[src/rtl/ext_bus_regfile_pkg.sv]
// Shared types and sizing helpers for the external asynchronous bus register file.
// Optional feature macro used by the design: BUS_IRQ_EN.
package ext_bus_pkg;

    localparam int DEF_DATA_W      = 16;
    localparam int DEF_ADDR_W      = 3;
    localparam int DEF_SYNC_STAGES = 2;

    typedef enum logic [1:0] {
        ST_IDLE  = 2'd0,
        ST_READ  = 2'd1,
        ST_WRITE = 2'd2
    } bus_state_e;

    function automatic int num_regs(input int addr_w);
        return 1 << addr_w;
    endfunction

endpackage

[src/rtl/ext_bus_regfile_sync_edge.sv]
// Multi-flop synchroniser for one asynchronous active-low control line, with
// rise/fall pulses derived from the synchronised value. Chain resets to 1 (line idle).
module bus_sync_edge #(
    parameter int SYNC_STAGES = 2
) (
    input  logic clk_i,
    input  logic rst_i,
    input  logic async_i,
    output logic sync_o,
    output logic rise_o,
    output logic fall_o
);

    logic [SYNC_STAGES-1:0] chain_q;
    logic [SYNC_STAGES-1:0] chain_d;
    logic                   prev_q;

    always_comb begin
        chain_d = {chain_q[SYNC_STAGES-2:0], async_i};
    end

    always_ff @(posedge clk_i) begin
        if (rst_i) begin
            chain_q <= '1;
            prev_q  <= 1'b1;
        end else begin
            chain_q <= chain_d;
            prev_q  <= chain_q[SYNC_STAGES-1];
        end
    end

    assign sync_o = chain_q[SYNC_STAGES-1];
    assign rise_o = sync_o & ~prev_q;
    assign fall_o = ~sync_o & prev_q;

endmodule

[src/rtl/ext_bus_regfile.sv]
// FPGA-side slave for the ARM asynchronous memory bus: register file with read/write FSM,
// fabric write port and tristate enable. Define BUS_IRQ_EN to add the irq_set/irq ports.
module ext_bus_regfile
    import ext_bus_pkg::*;
#(
    parameter int                  DATA_W      = DEF_DATA_W,
    parameter int                  ADDR_W      = DEF_ADDR_W,
    parameter int                  SYNC_STAGES = DEF_SYNC_STAGES,
    parameter logic [DATA_W-1:0]   RESET_VAL   = '0
) (
    input  logic                               clock,
    input  logic                               reset,
    input  logic                               bus_ce_n,
    input  logic                               bus_oe_n,
    input  logic                               bus_we_n,
    input  logic [ADDR_W-1:0]                  bus_addr,
    input  logic [DATA_W-1:0]                  bus_data_in,
    output logic [DATA_W-1:0]                  bus_data_out,
    output logic                               bus_data_oe,
    input  logic                               fab_we,
    input  logic [ADDR_W-1:0]                  fab_addr,
    input  logic [DATA_W-1:0]                  fab_wdata,
    output logic [(2**ADDR_W)*DATA_W-1:0]      regs_flat,
    output logic                               wr_strobe,
    output logic [ADDR_W-1:0]                  wr_addr,
`ifdef BUS_IRQ_EN
    input  logic                               irq_set,
    output logic                               irq,
`endif
    output bus_state_e                         dbg_state
);

    localparam int NUM_REGS = num_regs(ADDR_W);

    logic ce_sync, ce_rise, ce_fall;
    logic oe_sync, oe_rise, oe_fall;
    logic we_sync, we_rise, we_fall;
    logic unused_edges;

    bus_sync_edge #(.SYNC_STAGES(SYNC_STAGES)) u_sync_ce (
        .clk_i(clock), .rst_i(reset), .async_i(bus_ce_n),
        .sync_o(ce_sync), .rise_o(ce_rise), .fall_o(ce_fall)
    );
    bus_sync_edge #(.SYNC_STAGES(SYNC_STAGES)) u_sync_oe (
        .clk_i(clock), .rst_i(reset), .async_i(bus_oe_n),
        .sync_o(oe_sync), .rise_o(oe_rise), .fall_o(oe_fall)
    );
    bus_sync_edge #(.SYNC_STAGES(SYNC_STAGES)) u_sync_we (
        .clk_i(clock), .rst_i(reset), .async_i(bus_we_n),
        .sync_o(we_sync), .rise_o(we_rise), .fall_o(we_fall)
    );

    // Only levels of ce and oe matter for leaving a transaction.
    assign unused_edges = ^{ce_rise, ce_fall, oe_rise};

    bus_state_e          state_q, state_d;
    logic [DATA_W-1:0]   regs_q [NUM_REGS];
    logic [DATA_W-1:0]   regs_d [NUM_REGS];
    logic [ADDR_W-1:0]   shadow_addr_q, shadow_addr_d;
    logic [DATA_W-1:0]   shadow_data_q, shadow_data_d;
    logic [DATA_W-1:0]   data_out_q, data_out_d;
    logic                oe_q, oe_d;
    logic                strobe_q, strobe_d;
    logic [ADDR_W-1:0]   wr_addr_q, wr_addr_d;
    logic                commit;

    always_comb begin
        state_d = state_q;
        commit  = 1'b0;
        case (state_q)
            ST_IDLE: begin
                // A write start wins over a read start seen in the same cycle.
                if (!ce_sync && we_fall) begin
                    state_d = ST_WRITE;
                end else if (!ce_sync && oe_fall) begin
                    state_d = ST_READ;
                end
            end
            ST_READ: begin
                if (oe_sync || ce_sync) begin
                    state_d = ST_IDLE;
                end
            end
            ST_WRITE: begin
                if (we_rise && !ce_sync) begin
                    commit  = 1'b1;
                    state_d = ST_IDLE;
                end else if (ce_sync) begin
                    state_d = ST_IDLE;
                end
            end
            default: state_d = ST_IDLE;
        endcase
    end

    always_comb begin
        shadow_addr_d = shadow_addr_q;
        shadow_data_d = shadow_data_q;
        if (state_d == ST_WRITE && !we_sync) begin
            shadow_addr_d = bus_addr;
            shadow_data_d = bus_data_in;
        end

        // Bus commit is applied last so it overrides a fabric write to the same address.
        regs_d = regs_q;
        if (fab_we) begin
            regs_d[fab_addr] = fab_wdata;
        end
        if (commit) begin
            regs_d[shadow_addr_q] = shadow_data_q;
        end

        oe_d       = (state_d == ST_READ);
        data_out_d = (state_d == ST_READ) ? regs_q[bus_addr] : '0;
        strobe_d   = commit;
        wr_addr_d  = commit ? shadow_addr_q : wr_addr_q;
    end

    always_ff @(posedge clock) begin
        if (reset) begin
            state_q       <= ST_IDLE;
            shadow_addr_q <= '0;
            shadow_data_q <= '0;
            data_out_q    <= '0;
            oe_q          <= 1'b0;
            strobe_q      <= 1'b0;
            wr_addr_q     <= '0;
            for (int i = 0; i < NUM_REGS; i++) begin
                regs_q[i] <= RESET_VAL;
            end
        end else begin
            state_q       <= state_d;
            shadow_addr_q <= shadow_addr_d;
            shadow_data_q <= shadow_data_d;
            data_out_q    <= data_out_d;
            oe_q          <= oe_d;
            strobe_q      <= strobe_d;
            wr_addr_q     <= wr_addr_d;
            for (int i = 0; i < NUM_REGS; i++) begin
                regs_q[i] <= regs_d[i];
            end
        end
    end

`ifdef BUS_IRQ_EN
    logic irq_q, irq_d;

    always_comb begin
        irq_d = irq_q;
        if (irq_set) begin
            irq_d = 1'b1;
        end else if (commit && shadow_addr_q == ADDR_W'(NUM_REGS - 1)) begin
            irq_d = 1'b0;
        end
    end

    always_ff @(posedge clock) begin
        if (reset) begin
            irq_q <= 1'b0;
        end else begin
            irq_q <= irq_d;
        end
    end

    assign irq = irq_q;
`endif

    for (genvar g = 0; g < NUM_REGS; g++) begin : g_flat
        assign regs_flat[g*DATA_W +: DATA_W] = regs_q[g];
    end

    // Gating with reset releases the pins inside the reset cycle, not one edge later.
    assign bus_data_oe  = oe_q & ~reset;
    assign bus_data_out = data_out_q;
    assign wr_strobe    = strobe_q;
    assign wr_addr      = wr_addr_q;
    assign dbg_state    = state_q;

endmodule

[config.mk]
export PLATFORM = sky130hd
export DESIGN_NAME = ext_bus_regfile
export DESIGN_NICKNAME = d
export VERILOG_FILES = /design/src/rtl/ext_bus_regfile_pkg.sv /design/src/rtl/ext_bus_regfile_sync_edge.sv /design/src/rtl/ext_bus_regfile.sv
export SDC_FILE = /design/constraint.sdc
export NUM_CORES = 1
export LEC_CHECK = 0
export ABC_CLOCK_PERIOD_IN_PS = 1900
export CORE_MARGIN = 1
export CORE_UTILIZATION = 48
export CTS_BUF_LIST = sky130_fd_sc_hd__clkbuf_4
export CTS_CLUSTER_DIAMETER = 50
export DETAILED_ROUTE_END_ITERATION = 10
export PLACE_DENSITY = 0.76
export RECOVER_POWER = 50
export SLEW_MARGIN = 20
export SYNTH_ARGS = -nofsm -noshare
export SYNTH_HDL_FRONTEND = slang
export SYNTH_SLANG_ARGS = --single-unit
[constraint.sdc]
create_clock -name clock -period 1.9 [get_ports clock]
set_input_delay 0.38 -clock clock [delete_from_list [all_inputs] [get_ports clock]]
set_output_delay 0.38 -clock clock [all_outputs]
set_load 0.02 [all_outputs]
# [Word-level counts from Yosys, hierarchy flattened]
# Cells that the tools add are included.
# Widths: inputs -> output; s select.
[classes] n_lt_le_gt_ge=5 bitwise_logic=12 mux=19 n_eq_ne=4 n_reduce_logical=11
[ops] operator="$bwmux 128" n=2
[ops] operator="$mux 128" n=2
[ops] operator="$demux 16 s3" n=2
[ops] operator="$mux 16" n=4
[ops] operator="$bmux 16 s3" n=1
[ops] operator="$ge 4x4->1 const B" n=3
[ops] operator="$not 3->4" n=3
[ops] operator="$mux 2" n=5
[ops] operator="$lt 4x1->1 const B" n=2
[ops] operator="$logic_and 1x1->1" n=6
[ops] operator="$pmux 2 s3" n=1
[ops] operator="$not 1->1" n=5
[ops] operator="$and 1x1->1" n=4
[ops] operator="$eq 2x1->1 const B" n=2
[ops] operator="$eq 2x2->1 const B" n=2
[ops] operator="$logic_not 1->1" n=2
[ops] operator="$logic_not 2->1" n=1
[ops] operator="$mux 1" n=2
[ops] operator="$reduce_or 2->1" n=1
[ops] operator="$logic_or 1x1->1" n=1
[word_totals] ff_bits=178 wordCells=71

# [Longest topological paths before layout]
# Gate-level depths: netlist (run 1).
[depth] word_depth=9 ltp_mapped=7 mapped_depth_nobuf=3

# [Hierarchy]
# A second synthesis (run 1) with hierarchy kept.
[unflattened] hier_cells=1054 hier_area_um2=9220.1
[modules_own_cells] module="ext_bus_regfile" area_per_inst_um2=8942.3 seq_area_each_um2=3403.3 n_inst=1 cells_per_inst=1030
[modules_own_cells] module="bus_sync_edge" area_per_inst_um2=92.6 seq_area_each_um2=60.1 n_inst=3 cells_per_inst=8

# [Worst setup path after synthesis (run 1)]
# OpenSTA, ideal clock, no wires.
[synth_path] path_type="register to register" from="register shadow_addr_q[0]" to="register regs_q (netlist bit regs_flat[69])" setup_time_ps=89 path_stages_with_launch=8 n_path_buf=4 setup_slack_ps=103 arrival_ps=1708 synth_period_minus_slack_ps=1797 path_cell_list="dfxtp_1 -> buf_6 -> or4b_1 -> buf_2 -> or2_1 -> buf_6 -> buf_6 -> a311oi_2"
[synth_via] elab_chain_cells=7
[synth_rtl] item="start, declared" line="ext_bus_regfile.sv:59" rtl="logic [ADDR_W-1:0] shadow_addr_q, shadow_addr_d;"
[synth_rtl] item="start signal, assigned" line="ext_bus_regfile.sv:133" rtl="shadow_addr_q <= shadow_addr_d;"
[synth_rtl] item="$not 3->4 (not written as such) *" line="ext_bus_regfile.sv:110" rtl="regs_d[shadow_addr_q] = shadow_data_q;"
[synth_rtl] item="$ge 4x4->1 (not written as such) / $lt 4x1->1 (equally long branches)" line="ext_bus_regfile.sv:110"
[synth_rtl] item="$logic_and 1x1->1 (not written as such)" line="ext_bus_regfile.sv:110"
[synth_rtl] item="$mux 16 (not written as such)" line="ext_bus_regfile.sv:110"
[synth_rtl] item="$demux 16 s3 *" line="ext_bus_regfile.sv:110"
[synth_rtl] item="$bwmux 128 *" line="ext_bus_regfile.sv:110"
[synth_rtl] item="$mux 128 *" line="ext_bus_regfile.sv:109" rtl="if (commit) begin"
[synth_rtl] item="end signal, assigned by index" line="ext_bus_regfile.sv:140" rtl="regs_q[i] <= regs_d[i];"
[synth_rtl] item="end, declared" line="ext_bus_regfile.sv:57" rtl="logic [DATA_W-1:0] regs_q [NUM_REGS];"
# Every way passes the cells marked *; elsewhere a longest branch is shown, timed or not.
# A chain may end at the register's enable or synchronous reset.

# [Worst setup path in the final report (run 1)]
[layout_path] from="register state_q[1], in the netlist dbg_state[1]" to="output port dbg_state[1]"
[layout_lines] item="start, declared" line="ext_bus_regfile.sv:56" rtl="bus_state_e state_q, state_d;"
[layout_lines] item="start signal, assigned" line="ext_bus_regfile.sv:132" rtl="state_q <= state_d;"
[layout_lines] item="end, declared" line="ext_bus_regfile.sv:30" rtl="output bus_state_e dbg_state"
# No word-level cell between the ends.

==> results.py, run 1 <==
metrics = {
    "pwr": {
        "switching_share": 0.2615,
        "power.density_nw_per_um2": 632.0,
        "p_total_mw": 7.190,
        "pwr-share-seq": 0.539,
        "ir_drop_uv": 497.2,
        "p_comb_frac": 0.119,
        "leakage_nw": 4.527,
        "p_switching_mw": 1.880,
        "p_int_mw": 5.310,
        "pwr-share-clk": 0.342,
    },
    "detailed_routing": {
        "drc": 14,
        "vias": 8983,
        "top_layer": "met4",
        "drtIter0Drc": 1167,
        "wl_met1_um": 13040,
        "wl_met3_um": 3305,
        "met2WireLength_um": 13250,
        "first_pass_iters": 9,
        "routedWlPerCell_um": 21.50,
        "via_per_inst": 6.375,
        "antenna_left": 0,
        "routed_wl_um": 30300,
    },
    "logic_synthesis": {
        "synth_nets": 1090,
        "synth_compound_area_frac": 0.2012,
        "avgSynthCellArea_um2": 8.644,
        "muxShareOfSynthArea": 0.1107,
        "yosys_warnings": 0,
        "yosys_most_used_dff": "dfxtp_1",
        "synth_edf_count": 0,
        "ys_types": 38,
        "yosysSeqAreaShare": 0.3941,
        "synthAdderAreaFrac": 0,
        "ys_seq_elements": 178,
        "netlist_area_um2": 9041,
        "synthArstFlopShare": 0,
        "syn_inst": 1046,
        "synth-simple-area-share": 0.2196,
        "synthXorXnorAreaFrac": 0,
        "synth_top_family_by_area": "simple AND/OR/NAND/NOR gates",
    },
    "floorplanning": {
        "rows": 49,
        "start_util": 0.4965,
        "dieArea_um2": 19390,
        "core_area_um2": 18210,
        "pin_count": 195,
        "chipWidth_um": 139.2,
        "die_h_um": 139.2,
    },
    "critical_path": {
        "required_ns": 1.52,
        "crit_fanout": 7,
        "crit_arrival_ns": 1.45,
        "critPathKind": "flip-flop to output port",
        "start_kind": "flip-flop",
        "end_kind": "output port",
    },
    "timing": {
        "setup_tns_ns": 0,
        "rsz0062_at_grt": "no",
        "hold_violations": 0,
        "finalSetupViolCount": 0,
        "finClkSkew_ns": 0.02651,
        "slew_viol_final": 72,
        "period_minus_slack_ns": 1.834,
        "max-slew-margin-rel": -0.07335,
        "period_share": 0.9654,
        "max_freq_mhz": 545.2,
        "worst_pin_slew_ns": 1.610,
    },
    "global_routing": {
        "antenna_found_initial": 1,
        "grt_max_degree": 89,
        "grtUsageTotal": 0.3101,
        "grt-ovfl-total": 0,
        "grt_pass1_wl_um": 47280,
        "grt_pass1_vias": 8293,
    },
    "layout": {
        "final_util": 0.6248,
        "area_growth_pct": 25.84,
        "drive_gt1_frac": 0.1510,
        "nets": 1213,
    },
    "placed_design": {
        "port_buffers": 194,
        "place.gp.congestion": 0.8818,
        "hpwl_um": 21200,
    },
    "clocking": {
        "clk_path_buf_depth": 2,
        "cts-root-buf": "clkbuf_4",
        "ctsHoldBuffers": 0,
        "clk_pin_slew_ns": 0.13,
        "htreeDepth": 4,
        "cts_buffers": 17,
        "cts_sinks": 178,
        "tritoncts": "built",
        "clk_latency_ns": 0.60,
    },
    "run_status": {
        "violations": "design-rule violations, max-capacitance violations, max-slew violations",
        "outcome": "finished with violations",
    },
    "job": {
        "max_cap_violations": 1,
    },
    "hold_path": {
        "hold_path_class": "primary input to flip-flop",
    },
}
[synthesized netlist by cell type (all sizes together) (3+ instances only)]
cell       n  share of area
a22o      16          0.015
nand4bb    7         0.0087
nand2    193          0.080
o22ai     16          0.011
or4b       4         0.0044
a311oi    96           0.12
nor4bb     3         0.0033
nand3     22          0.012
nand4b     4         0.0039
nor4      16          0.011
mux2i     64          0.071
a21oi     24          0.013
nor2       4         0.0017
or2       17          0.012
dfxtp    178           0.39
o21ai     22          0.012
mux2      32          0.040
a211oi    32          0.027
buf       43          0.029
nor3     130          0.072
clkbuf   109          0.045
[worst max-delay path, cell delays in order (launching register included)]
cell and delay, ns:
dfxtp_1 0.40, buf_4 0.17, clkdlybuf4s15_1 0.31
[stage by stage]
stage	hold WS, ns	area, um^2	worst slack (ns)	instances
after floorplan	0.3895	9041	0.1034	1046
after detailed placement	0.3999	11270	-0.2099	1379
after global routing	0.1385	11380	0.009235	1409
after CTS	0.01055	11400	0.001641	1408
final	0.1247	11380	0.06578	1409
after global placement	0.3925	11270	-0.1671	1379
[area by class of cell]
cell class              count  area (um^2)
diodes                      1        2.502
clock buffers              17        127.6
clock inverters            12        191.4
fillers                  1649         6832
multi-input cells         716         4838
flip-flops and latches    178         3565
well taps                 229        286.5
repair buffers            256         2366
[placed cells by master (no fill, tap or decap), types with 3 or more instances in the layout]
cell,count
mux2i_1,64
nor3_1,130
a22o_1,16
dlygate4sd2_1,150
clkbuf_4,18
a211oi_1,32
nor4bb_2,3
or2_2,7
or2_1,8
a21oi_1,24
a311oi_1,57
clkbuf_2,3
mux2_2,32
o21ai_0,22
or4b_1,3
nand2_1,193
a311oi_2,39
nor4_1,16
dfxtp_1,177
nand4bb_1,6
o22ai_1,16
buf_12,13
buf_4,46
clkdlybuf4s50_1,41
nand3_1,22
nor2_1,4
clkinvlp_4,3
nand4b_1,4
bufinv_16,5
clkinv_2,3
[logic make-up (layout without fill, tap and decap cells)]
| family | after synthesis | in the layout |
|---|---|---|
| AO/OA/AOI/OAI | 208 | 208 |
| buffers and inverters | 152 | 285 |
| flip-flops | 178 | 178 |
| multiplexers | 96 | 96 |
| other | 0 | 1 |
| AND/OR/NAND/NOR | 412 | 412 |
[flip-flops by register name, indices dropped and copies added (netlist names)]
register / flops
u_sync_oe.prev_q: 1
u_sync_oe.chain_q: 2
bus_data_out: 16
u_sync_we.prev_q: 1
u_sync_we.chain_q: 2
oe_q: 1
u_sync_ce.chain_q: 2
shadow_addr_q: 3
regs_flat: 128
dbg_state: 2
shadow_data_q: 16
wr_addr: 3
wr_strobe: 1
[power groups by stage]
stage	registers [mW]	clock network [mW]	logic [mW]
after CTS	3.87	2.46	0.843
after global routing	3.89	2.62	0.896
after detailed placement	3.96	0	0.882
after floorplan	4.00	0	0.426
after global placement	3.96	0	0.872
final	3.88	2.46	0.857
[worst paths after layout]
check	from	to	slack [ns]	cells after the start
max	dbg_state[1]	dbg_state[1]	0.07	2
min	reset	u_sync_oe.prev_q	0.12	2
max reg2reg	shadow_addr_q[0]	regs_flat[8]	0.07	4
min reg2reg	u_sync_we.chain_q[0]	u_sync_we.chain_q[1]	0.43	1
[layer usage]
metal | global-route usage | vias up
li1 | - | 4066
met1 | 0.4375 | 4286
met2 | 0.4710 | 575
met3 | 0.06332 | 56
met4 | 0.1000 | 0
met5 | 0 | -
[what timing repair did]
item                                    4_1_cts  5_1_grt
setup buffers                                 0        0
gates resized for setup                     151        2
endpoints found under the setup margin      151        2
(Power assumes the default switching activity.)
==> inputs of run 2 (changes only) <==
--- a/config.mk
+++ b/config.mk
@@ -13,6 +13,7 @@
 export DETAILED_ROUTE_END_ITERATION = 10
 export PLACE_DENSITY = 0.76
 export RECOVER_POWER = 50
+export SKIP_CTS_REPAIR_TIMING = 1
 export SLEW_MARGIN = 20
 export SYNTH_ARGS = -nofsm -noshare
 export SYNTH_HDL_FRONTEND = slang
==> results.py, run 2 (synthesized netlist as in run 1, its figures left out) <==
metrics = {
    "floorplanning": {
        "rows": 49,
        "pin_count": 195,
        "core_area_um2": 18210,
        "chipWidth_um": 139.2,
        "die_h_um": 139.2,
        "start_util": 0.4965,
        "dieArea_um2": 19390,
    },
    "detailed_routing": {
        "drc": 14,
        "routedWlPerCell_um": 21.92,
        "top_layer": "met4",
        "antenna_left": 0,
        "first_pass_iters": 11,
        "vias": 9011,
        "wl_met3_um": 3018,
        "met2WireLength_um": 13710,
        "routed_wl_um": 30880,
        "drtIter0Drc": 1124,
        "via_per_inst": 6.395,
        "wl_met1_um": 13510,
    },
    "critical_path": {
        "end_kind": "flip-flop",
        "required_ns": 2.38,
        "crit_fanout": 10,
        "critPathKind": "flip-flop to flip-flop",
        "crit_arrival_ns": 2.29,
        "start_kind": "flip-flop",
    },
    "pwr": {
        "leakage_nw": 4.244,
        "power.density_nw_per_um2": 656.2,
        "ir_drop_uv": 499.4,
        "p_total_mw": 7.188,
    },
    "layout": {
        "nets": 1213,
        "drive_gt1_frac": 0.1518,
        "mostFrequentLayoutCells": "193 x nand2_1, 177 x dfxtp_1, 130 x nor3_1, 115 x clkbuf_1, 64 x mux2i_1",
        "area_growth_pct": 21.15,
        "final_common_cell": "nand2_1",
        "largest_reg_flops": 128,
    },
    "clocking": {
        "clk_path_buf_depth": 2,
        "cts-root-buf": "clkbuf_4",
        "cts_sinks": 178,
        "clk_latency_ns": 0.60,
        "tritoncts": "built",
        "htreeDepth": 4,
        "cts_buffers": 17,
        "clk_pin_slew_ns": 0.13,
    },
    "global_routing": {
        "antenna_found_initial": 1,
        "grt_max_degree": 89,
        "grt_pass1_wl_um": 47090,
        "grtUsageTotal": 0.3087,
        "grt_pass1_vias": 8285,
        "grt-ovfl-total": 0,
    },
    "timing": {
        "whs_ns": 0.1244,
        "worst_pin_slew_ns": 1.588,
        "rsz0062_at_grt": "no",
        "finClkSkew_ns": 0.02484,
        "hold_violations": 0,
        "period_share": 0.9494,
        "slew_viol_final": 72,
        "max-slew-margin-rel": -0.05898,
        "period_minus_slack_ns": 1.804,
        "finalSetupViolCount": 0,
        "max_freq_mhz": 554.4,
        "setup_tns_ns": 0,
    },
    "run_status": {
        "violations": "design-rule violations, max-capacitance violations, max-slew violations",
        "outcome": "finished with violations",
    },
    "placed_design": {
        "hpwl_um": 21200,
        "port_buffers": 194,
        "place.gp.congestion": 0.8818,
    },
    "job": {
        "max_cap_violations": 1,
    },
    "hold_path": {
        "hold_path_class": "primary input to flip-flop",
    },
}
-- run 2: through the flow --
stage	util	std cells	setup WS [ns]	cell area [um^2]
2_1_floorplan	-	1046	0.1034	9041
3_3_place_gp	0.6188	1379	-0.1671	11270
3_5_place_dp	0.6188	1379	-0.2099	11270
4_1_cts	0.6364	1408	-0.2475	11590
5_1_grt	0.6015	1409	0.01457	10950
6_report	0.6015	1409	0.09611	10950
-- run 2: final cells by class --
| class | instances | area, um^2 |
|---|---|---|
| clock inverters | 12 | 191.4 |
| diodes | 1 | 2.502 |
| well taps | 229 | 286.5 |
| flip-flops and latches | 178 | 3565 |
| repair buffers | 256 | 1936 |
| fillers | 1715 | 7256 |
| clock buffers | 17 | 127.6 |
| multi-input cells | 716 | 4845 |
-- run 2: critical path, stage by stage (launching register included) --
cell and delay, ns:
dfxtp_1 0.58, or4b_1 0.49, or2_1 0.24, buf_4 0.19, a311oi_1 0.21
-- run 2: layer usage --
layer,GRT usage,up-vias
met5,0,-
met4,0.09825,0
met3,0.06297,68
met2,0.4689,548
met1,0.4362,4324
li1,-,4071
-- run 2: path summary, 6_finish.rpt --
path                        start                   end  slack, ns  cells past startpoint
min                         reset      u_sync_oe.prev_q       0.12                      2
max              shadow_addr_q[1]         regs_flat[36]        0.1                      4
min reg2reg  u_sync_we.chain_q[0]  u_sync_we.chain_q[1]       0.43                      1
max reg2reg      shadow_addr_q[1]         regs_flat[36]        0.1                      4
-- run 2: report_power, final --
part / total [mW] / leakage [nW] / switching (mW) / internal, mW
sequential: 3.88 / 1.44 / 0.0756 / 3.80
clock: 2.46 / 0.163 / 1.32 / 1.14
combinational: 0.847 / 2.64 / 0.496 / 0.351
==> inputs of run 3 (changes only) <==
--- a/config.mk
+++ b/config.mk
@@ -5,9 +5,10 @@
 export SDC_FILE = /design/constraint.sdc
 export NUM_CORES = 1
 export LEC_CHECK = 0
+export ABC_AREA = 1
 export ABC_CLOCK_PERIOD_IN_PS = 1900
 export CORE_MARGIN = 1
-export CORE_UTILIZATION = 48
+export CORE_UTILIZATION = 49
 export CTS_BUF_LIST = sky130_fd_sc_hd__clkbuf_4
 export CTS_CLUSTER_DIAMETER = 50
 export DETAILED_ROUTE_END_ITERATION = 10
==> results.py, run 3 <==
metrics = {
    "pwr": {
        "ir_drop_uv": 354.5,
        "leakage_nw": 9.725,
        "power.density_nw_per_um2": 539.3,
    },
    "critical_path": {
        "cp_top_family": "flip-flops",
        "end_kind": "output port",
        "critPathKind": "flip-flop to output port",
        "start_kind": "flip-flop",
        "slowest_stage": "dfxtp_1",
        "required_ns": 1.52,
        "cp_num_buf_inv": 1,
        "max_stage_delay_ns": 0.48,
        "crit_chain": "dlymetal6s2s_1",
        "r2r_slack_ns": 0.21,
        "crit_arrival_ns": 1.34,
        "crit_fanout": 6,
    },
    "layout": {
        "nets": 2125,
        "fillCellCount": 2073,
        "final_cells": 2368,
        "final_common_cell": "nand2_1",
        "multiInputGateArea_um2": 5354,
        "largest_reg_flops": 128,
        "area_growth_pct": 27.20,
        "seqCellArea_um2": 3563,
        "drive_gt1_frac": 0.06740,
        "mostFrequentLayoutCells": "804 x nand2_1, 347 x nor2_1, 243 x inv_1, 178 x dfxtp_1, 136 x nand3_1",
        "final_util": 0.6365,
    },
    "logic_synthesis": {
        "synthAdderAreaFrac": 0,
        "yosys_most_used_dff": "dfxtp_1",
        "synth_edf_count": 0,
        "synth_top_cell_by_area": "dfxtp_1",
        "ys_types": 21,
        "ys_seq_elements": 178,
        "netlist_area_um2": 10550,
        "synthArstFlopShare": 0,
        "synthXorXnorAreaFrac": 0,
        "syn_inst": 1932,
        "yosysSeqAreaShare": 0.3377,
        "synth_area_leaders": "dfxtp_1 34%, nand2_1 29%, nor2_1 12%, inv_1 8.7%, nand3_1 6.5%",
        "synth.most_common_cell": "nand2_1",
        "synth_top_family_by_area": "simple AND/OR/NAND/NOR gates",
        "synth_nets": 1976,
        "avgSynthCellArea_um2": 5.461,
        "synth_top_area_share": 0.3377,
        "muxShareOfSynthArea": 0,
        "ys_top_cells_by_count": "804 x nand2_1, 347 x nor2_1, 244 x inv_1",
        "synth_compound_area_frac": 0.01210,
        "yosys_warnings": 0,
        "synth-simple-area-share": 0.4953,
    },
    "floorplanning": {
        "chipWidth_um": 148.7,
        "start_util": 0.5004,
        "core_area_um2": 21090,
        "dieArea_um2": 22120,
        "die_h_um": 148.7,
        "pin_count": 195,
        "rows": 53,
    },
    "global_routing": {
        "grt_pass1_wl_um": 58200,
        "grt-ovfl-total": 0,
        "grtUsageTotal": 0.3514,
        "grt_max_degree": 65,
        "grt_pass1_vias": 10190,
        "antenna_found_initial": 2,
    },
    "timing": {
        "max_freq_mhz": 581.4,
        "hold_violations": 0,
        "finalSetupViolCount": 0,
        "period_minus_slack_ns": 1.720,
        "rsz0062_at_grt": "no",
        "max-slew-margin-rel": 0.3694,
        "slew_viol_final": 0,
        "worst_pin_slew_ns": 0.9446,
        "period_share": 0.9052,
        "finClkSkew_ns": 0.02124,
        "whs_ns": 0.3321,
    },
    "placed_design": {
        "hpwl_um": 26340,
        "port_buffers": 194,
        "placed_cells": 2337,
        "place.gp.congestion": 0.9522,
    },
    "detailed_routing": {
        "antenna_left": 0,
        "first_pass_iters": 7,
        "via_per_inst": 5.127,
        "vias": 12140,
        "drc": 0,
        "routed_wl_um": 39470,
        "drtIter0Drc": 1213,
        "routedWlPerCell_um": 16.67,
    },
    "clocking": {
        "clk_path_buf_depth": 2,
        "cts_sinks": 178,
        "tritoncts": "built",
        "clk_pin_slew_ns": 0.14,
        "cts-root-buf": "clkbuf_4",
        "cts_buffers": 17,
        "htreeDepth": 4,
        "clk_latency_ns": 0.61,
    },
    "hold_path": {
        "hold_path_class": "primary input to flip-flop",
    },
    "job": {
        "max_cap_violations": 0,
    },
    "run_status": {
        "outcome": "completed",
    },
}
## run 3: layer usage
layer  up-vias  track usage  wire, um
met5         -            0        13
li1       5909            -         -
met2       751       0.5105     16590
met3       102      0.08716      5621
met4         2       0.1459      1536
met1      5377       0.4930     15710
## run 3: area by class of cell
class | instances | area share
inverters | 278 | 0.07793
diodes | 1 | 0.0001864
well taps | 275 | 0.02564
clock inverters | 11 | 0.008576
repair buffers | 262 | 0.2126
flip-flops and latches | 178 | 0.2655
multi-input cells | 1344 | 0.3989
clock buffers | 19 | 0.01063
## run 3: stage by stage
stage | worst slack [ns] | cell area, um^2 | TNS [ns] | total power, mW
floorplan | 0.4166 | 10550 | 0 | 4.594
global placement | -0.1725 | 12980 | -7.180 | 5.118
detailed placement | -0.2340 | 12980 | -11.25 | 5.132
CTS | -0.2032 | 13240 | -16.14 | 7.216
global route | 0.07306 | 13420 | 0 | 7.499
finish | 0.1801 | 13420 | 0 | 7.238
## run 3: path summary, 6_finish.rpt
check                         endpoint                  from  cells past startpoint
hold reg to reg   u_sync_we.chain_q[1]  u_sync_we.chain_q[0]                      1
hold / removal    u_sync_oe.chain_q[0]              bus_oe_n                      2
setup reg to reg         regs_flat[38]      u_sync_we.prev_q                      8
setup / recovery          dbg_state[0]          dbg_state[0]                      1
## run 3: kinds of logic (layout without fill, tap and decap cells)
logic type / after synthesis / in the layout
buffers and inverters: 410 / 570
and+or+nand+nor: 1319 / 1319
DFF: 178 / 178
AOI/OAI and AO/OA: 25 / 25
other: 0 / 1
## run 3: where the power goes
| part | leakage (nW) | total, mW | switching [mW] | internal [mW] |
|---|---|---|---|---|
| combinational | 8.14 | 1.20 | 0.756 | 0.449 |
| sequential | 1.44 | 3.87 | 0.0654 | 3.80 |
| clock | 0.141 | 2.17 | 1.38 | 0.786 |
| total | 9.73 | 7.24 | 2.20 | 5.04 |
